File: src/rtl/fp_simd_issuer.sv
// Command FIFO and issue sequencer driving the FP_SIMD enable/valid handshake.
// Optional WAIT-state abort: define FP_ISSUER_TIMEOUT_EN (limit set by TIMEOUT).
module fp_simd_issuer #(
   parameter int unsigned SIMD_WIDTH = 4,
   parameter int unsigned DEPTH      = 4,
   parameter int unsigned TAG_W      = 4,
   parameter int unsigned TIMEOUT    = 64
) (
   input  logic                       clk,
   input  logic                       rst,
   input  logic                       s_valid,
   output logic                       s_ready,
   input  logic [2:0]                 s_opcode,
   input  logic [SIMD_WIDTH*22-1:0]   s_in1,
   input  logic [SIMD_WIDTH*22-1:0]   s_in2,
   input  logic [TAG_W-1:0]           s_tag,
   output logic                       m_valid,
   input  logic                       m_ready,
   output logic [SIMD_WIDTH*22-1:0]   m_result,
   output logic [TAG_W-1:0]           m_tag,
   output logic                       m_err,
   output logic                       simd_en,
   output logic [SIMD_WIDTH*22-1:0]   simd_in1,
   output logic [SIMD_WIDTH*22-1:0]   simd_in2,
   output logic [2:0]                 simd_opcode,
   input  logic [SIMD_WIDTH*22-1:0]   simd_output,
   input  logic                       simd_valid,
   input  logic                       simd_busy,
   output logic [$clog2(DEPTH):0]     o_count,
   output logic                       o_idle
);
   localparam int unsigned DW = SIMD_WIDTH * 22;
   localparam int unsigned AW = $clog2(DEPTH);
   localparam int unsigned CW = AW + 1;
   localparam int unsigned EW = 3 + 2 * DW + TAG_W;

   typedef enum logic [1:0] {IDLE, ISSUE, WAIT, RELEASE} state_t;

   state_t          state_q, state_d;
   logic [EW-1:0]   mem_q [DEPTH];
   logic [AW-1:0]   wr_ptr_q, wr_ptr_d, rd_ptr_q, rd_ptr_d;
   logic [CW-1:0]   count_q, count_d;
   logic            simd_en_q, simd_en_d;
   logic [DW-1:0]   simd_in1_q, simd_in1_d, simd_in2_q, simd_in2_d;
   logic [2:0]      simd_opcode_q, simd_opcode_d;
   logic [TAG_W-1:0] issue_tag_q, issue_tag_d;
   logic            m_valid_q, m_valid_d;
   logic [DW-1:0]   m_result_q, m_result_d;
   logic [TAG_W-1:0] m_tag_q, m_tag_d;
   logic            push, pop;
   logic [EW-1:0]   head;

`ifdef FP_ISSUER_TIMEOUT_EN
   localparam int unsigned TW = $clog2(TIMEOUT + 1);
   logic            m_err_q, m_err_d;
   logic [TW-1:0]   tmo_cnt_q, tmo_cnt_d;
`else
   logic            unused_timeout;
   assign unused_timeout = (TIMEOUT == 0);
`endif

   // Next-state, FIFO bookkeeping and output register loads
   always_comb begin
      push          = s_valid && (count_q != CW'(DEPTH));
      pop           = (state_q == IDLE) && (count_q != '0) && !simd_busy && !m_valid_q;
      head          = mem_q[rd_ptr_q];
      state_d       = state_q;
      wr_ptr_d      = push ? wr_ptr_q + AW'(1) : wr_ptr_q;
      rd_ptr_d      = pop  ? rd_ptr_q + AW'(1) : rd_ptr_q;
      count_d       = count_q;
      simd_en_d     = simd_en_q;
      simd_in1_d    = simd_in1_q;
      simd_in2_d    = simd_in2_q;
      simd_opcode_d = simd_opcode_q;
      issue_tag_d   = issue_tag_q;
      m_valid_d     = m_valid_q;
      m_result_d    = m_result_q;
      m_tag_d       = m_tag_q;
`ifdef FP_ISSUER_TIMEOUT_EN
      m_err_d       = m_err_q;
      tmo_cnt_d     = tmo_cnt_q;
`endif
      if (push && !pop)      count_d = count_q + CW'(1);
      else if (!push && pop) count_d = count_q - CW'(1);

      if (m_valid_q && m_ready) m_valid_d = 1'b0;

      case (state_q)
         IDLE: begin
            if (pop) begin
               state_d = ISSUE;
               simd_en_d = 1'b1;
               {simd_opcode_d, simd_in1_d, simd_in2_d, issue_tag_d} = head;
            end
         end
         ISSUE: begin
            state_d = WAIT;
`ifdef FP_ISSUER_TIMEOUT_EN
            tmo_cnt_d = '0;
`endif
         end
         WAIT: begin
            if (simd_valid) begin
               state_d    = RELEASE;
               m_valid_d  = 1'b1;
               m_result_d = simd_output;
               m_tag_d    = issue_tag_q;
`ifdef FP_ISSUER_TIMEOUT_EN
               m_err_d    = 1'b0;
            end else if (tmo_cnt_q == TW'(TIMEOUT - 1)) begin
               state_d    = RELEASE;
               m_valid_d  = 1'b1;
               m_result_d = '0;
               m_tag_d    = issue_tag_q;
               m_err_d    = 1'b1;
            end else begin
               tmo_cnt_d  = tmo_cnt_q + TW'(1);
`endif
            end
         end
         default: begin
            // One cycle with enable low lets FP_SIMD return to idle
            state_d   = IDLE;
            simd_en_d = 1'b0;
         end
      endcase
   end

   always_ff @(posedge clk or posedge rst) begin
      if (rst) begin
         state_q       <= IDLE;
         wr_ptr_q      <= '0;
         rd_ptr_q      <= '0;
         count_q       <= '0;
         simd_en_q     <= 1'b0;
         simd_in1_q    <= '0;
         simd_in2_q    <= '0;
         simd_opcode_q <= '0;
         issue_tag_q   <= '0;
         m_valid_q     <= 1'b0;
         m_result_q    <= '0;
         m_tag_q       <= '0;
`ifdef FP_ISSUER_TIMEOUT_EN
         m_err_q       <= 1'b0;
         tmo_cnt_q     <= '0;
`endif
      end else begin
         state_q       <= state_d;
         wr_ptr_q      <= wr_ptr_d;
         rd_ptr_q      <= rd_ptr_d;
         count_q       <= count_d;
         simd_en_q     <= simd_en_d;
         simd_in1_q    <= simd_in1_d;
         simd_in2_q    <= simd_in2_d;
         simd_opcode_q <= simd_opcode_d;
         issue_tag_q   <= issue_tag_d;
         m_valid_q     <= m_valid_d;
         m_result_q    <= m_result_d;
         m_tag_q       <= m_tag_d;
`ifdef FP_ISSUER_TIMEOUT_EN
         m_err_q       <= m_err_d;
         tmo_cnt_q     <= tmo_cnt_d;
`endif
      end
   end

   // Storage needs no reset; occupancy is tracked by the pointers
   always_ff @(posedge clk) begin
      if (push) mem_q[wr_ptr_q] <= {s_opcode, s_in1, s_in2, s_tag};
   end

   assign s_ready     = (count_q != CW'(DEPTH));
   assign o_count     = count_q;
   assign o_idle      = (count_q == '0) && (state_q == IDLE) && !m_valid_q;
   assign simd_en     = simd_en_q;
   assign simd_in1    = simd_in1_q;
   assign simd_in2    = simd_in2_q;
   assign simd_opcode = simd_opcode_q;
   assign m_valid     = m_valid_q;
   assign m_result    = m_result_q;
   assign m_tag       = m_tag_q;
`ifdef FP_ISSUER_TIMEOUT_EN
   assign m_err       = m_err_q;
`else
   assign m_err       = 1'b0;
`endif

endmodule
File: config.mk
export PLATFORM = sky130hd
export DESIGN_NAME = fp_simd_issuer
export DESIGN_NICKNAME = d
export VERILOG_FILES = /design/src/rtl/fp_simd_issuer.sv
export SDC_FILE = /design/constraint.sdc
export NUM_CORES = 1
export LEC_CHECK = 0
export BUFFER_PORTS_ARGS = -buffer_cell sky130_fd_sc_hd__buf_4
export CAP_MARGIN = 15
export CORE_AREA = 2 2 264 266
export CTS_BUF_LIST = sky130_fd_sc_hd__clkbuf_16
export DETAILED_ROUTE_END_ITERATION = 7
export DIE_AREA = 0 0 266 268
export PLACE_DENSITY_LB_ADDON = 0.08
export SKIP_CTS_REPAIR_TIMING = 1
export SLEW_MARGIN = 40
export SYNTH_ARGS = -nofsm -noshare
export SYNTH_HDL_FRONTEND = slang
export SYNTH_SLANG_ARGS = --single-unit
File: constraint.sdc
create_clock -name clk -period 17.4 [get_ports clk]
set_clock_uncertainty 0.2 [all_clocks]
set_input_delay 1.74 -clock clk [delete_from_list [all_inputs] [get_ports clk]]
set_output_delay 1.74 -clock clk [all_outputs]
set_load 0.03 [all_outputs]
## After elaboration in Yosys (flattened, before gate mapping)

Memory sizes are Yosys's and may differ from the RTL's. A register that Yosys moved wholly into a read port is not among the register bits.
Cells that the tools add are included.

| cells by class | value |
|---|---|
| muxes and demuxes | 12 |
| eq/ne operators | 5 |
| bitwise operators | 1 |
| reduce and logical (&&, ||, !) cells | 22 |
| add/sub/neg operators | 4 |

Operators by type and width:

| operator | count |
|---|---|
| logical AND 1 bit | 9 |
| AND reduction 2 bit | 4 |
| 2-to-1 mux 1 bit | 6 |
| 2-to-1 mux 3 bit | 2 |
| case mux 2 bit (3 select lines) | 1 |
| adder 2 x 1 -> 2 bit (second input constant) | 2 |
| zero test 1 bit | 4 |
| 2-to-1 mux 2 bit | 2 |
| != test 2 bit (second input constant) | 2 |
| adder 3 x 1 -> 3 bit (second input constant) | 1 |
| zero test 3 bit | 1 |
| != test 3 bit (second input constant) | 1 |
| nonzero test 3 bit | 1 |
| subtractor 3 x 1 -> 3 bit (second input constant) | 1 |
| == test 2 x 1 -> 1 bit (second input constant) | 1 |
| == test 2 bit (second input constant) | 1 |
| zero test 2 bit | 1 |
| case mux 1 bit (2 select lines) | 1 |
| nonzero test 2 bit | 1 |
| OR reduction 2 bit | 1 |
| inverter 1 bit | 1 |

| word-level totals | value |
|---|---|
| bits of input ports | 277 |
| output and inout port bits | 279 |
| memories | 1 |
| logic and storage cells | 53 |
| bits in registers | 103 |
| memory bits (writable) | 732 |

Memories:

| name | depth | bits a word | rd ports | clocked after memory_dff | write ports | RTL line | source |
|---|---|---|---|---|---|---|---|
| mem_q | 4 | 183 | 1 | 1 | 1 | 40 | `logic [EW-1:0] mem_q [DEPTH];` |

## Depth between registers and ports, before layout

| logic depth | value |
|---|---|
| depth in word-level cells | 7 |
| mapped depth | 12 |
| gate-level depth less buffers | 11 |

## Worst setup path after synthesis

OpenSTA, ideal clock, no wires.

| timing path | value |
|---|---|
| path kind | input to register |
| start | input s_valid |
| end | memory mem_q[0][0] (netlist name) (enable) |
| data required time | 16.633 ns |
| arrival time | 5.976 ns |
| buffers on the path | 0 |
| setup time | 0.567 ns |
| stages on the path | 1 |
| slack | 10.657 ns |
| cell sequence | and3_1 |

| on the way | value |
|---|---|
| word-level cells in the longest chain between the ends | 3 |

Ends and longest elaborated chain:

| item | RTL line | source |
|---|---|---|
| start: declaration | 11 | `input logic s_valid,` |
| logical AND 1 bit | 64 | `push = s_valid && (count_q != CW'(DEPTH));` |
| 2-to-1 mux 1 bit | 169 | `if (push) mem_q[wr_ptr_q] <= {s_opcode, s_in1, s_in2, s_tag};` |
| 2-to-1 mux 1 bit (not written as such) | 169 |  |
| end: declaration | 40 |  |

No other way between the ends.

## Worst setup path after layout

| timing path | value |
|---|---|
| start | input s_valid |
| end | memory mem_q[1][38] (netlist name) (enable) |

Same word-level chain as after synthesis.

==> impl_metrics.toml <==
[clocking]
cts_tree = "built"
cts_buffer_depth = 3
cts_buffers = 102
clock_sinks = 1018
htree_levels = 3
path_clk_slew_ps = 60
ctsRootBufferMaster = "clkbuf_16"
clk-insertion-delay-late_ps = 640

[finish]
seq_area_um2 = 29150
syn_to_final_growth_pct = 23.21
final_cell_area_um2 = 45830
fin_nets = 2502
multiInputGateArea_um2 = 7594
final_common_cell = "edfxtp_1"
final_cell_mix = "732 x edfxtp_1, 563 x buf_4, 284 x dfrtp_1"
drive_above_1_share = 0.5167
final-instance-count-excl-fill = 3193
fillCellCount = 4549

[power_and_ir_drop]
fin_total_pwr_mw = 8.763
ir_drop_mv = 0.1248
p_leak_nw = 17.18
power_density_nw_per_um2 = 191.2

[place]
io_buffers = 554
placed_area_um2 = 42510
hpwl_um = 50510
dp.cells = 2994
dp_slack_ps = 12790
gp_routability_congestion = 0.7519

[drt]
drtPass1Iterations = 5
drc = 0
vias = 17851
via_per_inst = 5.591
wirelength_um = 80220
wl_per_cell_um = 25.12
drt-initial-drc-count = 1169
detail-route-antenna-nets = 0

[sta]
worst_pin_slew_ps = 828.9
hold_viol_final = 0
setup_slack_ps = 13510
fmax_ghz = 0.2568
fin_crit_ps = 3893
tns_ps = 0
fin_crit_sh = 0.2238
slew_headroom = 0.4474
rsz0062_at_grt = "false"
setup_viol = 0
slew_viol_final = 0

[critical_path]
required_ps = 17470
end_kind = "flop"
reg2reg_from = "o_count[0]"
cpMaxStageDelayCell = "buf_4"
path_class = "input pin to flop"
cp.buffers_inverters = 3
arrival_ps = 3960
max_stage_delay_ps = 730
r2r_setup_slack_ps = 13920
reg2reg_depth = 5
crit_family = "buffers and inverters"
crit_end = "mem_q[1][38]"
cp-start-kind = "input pin"
r2r-end = "mem_q[1][38]"
cp_cell_sequence = "buf_4 > and3_4 > buf_4 > buf_4"
worst-path-max-fanout = 50
path_depth = 4
path_common_cell = "buf_4"
worstSetupStartpoint = "s_valid"

[global_routing]
grt_pass1_wl_um = 118200
grt_max_degree = 89
grt_pass1_vias = 18752
gr-usage-all-layers = 0.2252
grt_antenna_before_repair = 15
globalRouteOverflowTotal = 0

[synth]
synthDistinctLibCells = 27
synth_top_cell_by_area = "edfxtp_1"
synth.avg_cell_area_um2 = 23.23
synth.area.top_cells = "edfxtp_1 59%, dfrtp_1 19%, mux4_2 11%"
synthArstFlopShare = 0.2809
yosysSeqAreaShare = 0.7834
synth_cells = 1601
synth_edf_count = 732
yosys_warnings = 0
synth_area_um2 = 37190
synth_flop_cell = "edfxtp_1"
synth-seq-cells = 1018
synth_nets = 1887
synth_top_area_frac = 0.5910

[die]
dieWidth_um = 266
fp.dieH_um = 268
start_util = 0.5452
row_count = 96
ioPinCount = 556
die_area_um2 = 71290
core_area_um2 = 68230

[flow_run]
maxCapViolCount = 0

[worst_hold_path]
hold_class = "flop to flop"

[outcome]
run_status = "finished clean"
-- layer usage --
layer | global-route usage | vias up | routed length, um
met5 | 0 | - | 123
met1 | 0.3072 | 9480 | 32470
met4 | 0.07364 | 20 | 2135
li1 | - | 7729 | -
met3 | 0.06286 | 139 | 5523
met2 | 0.3569 | 483 | 39970
-- logic make-up after synthesis --
| group | count (synthesis) | synth area share |
|---|---|---|
| AO/OA/AOI/OAI | 7 | 0.001211 |
| XOR/XNOR | 6 | 0.001413 |
| adder cells (fa/ha/maj) | 9 | 0.003230 |
| buffers and inverters | 82 | 0.01332 |
| flip-flops | 1018 | 0.7834 |
| multiplexers | 460 | 0.1947 |
| other | 1 | 0.0001008 |
| AND/OR/NAND/NOR | 18 | 0.002624 |
-- flip-flops by register name (all words and copies together) (netlist names), 3 cells and up --
signal and flops:
mem_q 732, m_result 88, simd_in1 88, simd_in2 88, issue_tag_q 4, m_tag 4
o_count 3, simd_opcode 3
-- worst min-delay path by stage --
stage | from | to | slack, ps | depth (start not counted)
global placement | simd_in1[52] | simd_in1[52] | 270 | 1
finish | simd_in1[52] | simd_in1[52] | 290 | 1
CTS | simd_in1[52] | simd_in1[52] | 290 | 1
detailed placement | simd_in1[86] | simd_in1[86] | 280 | 2
floorplan | issue_tag_q[0] | issue_tag_q[0] | 280 | 1
global route | simd_in1[52] | simd_in1[52] | 310 | 1
-- through the flow --
stage                 util  hold WS [ps]
finish              0.6717         288.5
global route        0.6717         311.7
CTS                 0.6714         291.9
detailed placement  0.6230         275.2
global placement    0.6192         270.2
floorplan                -         276.6
-- cell usage after synthesis, drive strengths merged (3+ instances only) --
cell type	number
dfrtp	286
nor2	3
clkbuf	11
xnor2	4
mux2	277
mux4	183
inv	10
and3	5
edfxtp	732
o21ai	3
ha	8
nand2	6
buf	61
-- where the power goes --
part	total [mW]	switching [mW]	leakage (nW)	internal [mW]
Combinational	2.98	1.66	5.35	1.32
Sequential	3.65	0.308	10.1	3.34
Clock	2.13	0.894	1.74	1.24
-- worst register-to-register path: stages, from the launching register on --
cell and delay [ps]:
dfrtp_1 480, nor2_1 80, nand2_1 180, and3_4 620, buf_4 710, buf_4 760
-- area by class of cell --
class | instances | share of cell area
sequential | 1018 | 0.6360
multi-input combinational | 501 | 0.1657
timing repair buffer | 583 | 0.1008
clock buffer | 103 | 0.05624
tap | 882 | 0.02408
clock inverter | 90 | 0.01584
inverter | 10 | 0.0009829
antenna | 6 | 0.0003276
Note: power is estimated with default switching activity, not from simulation.
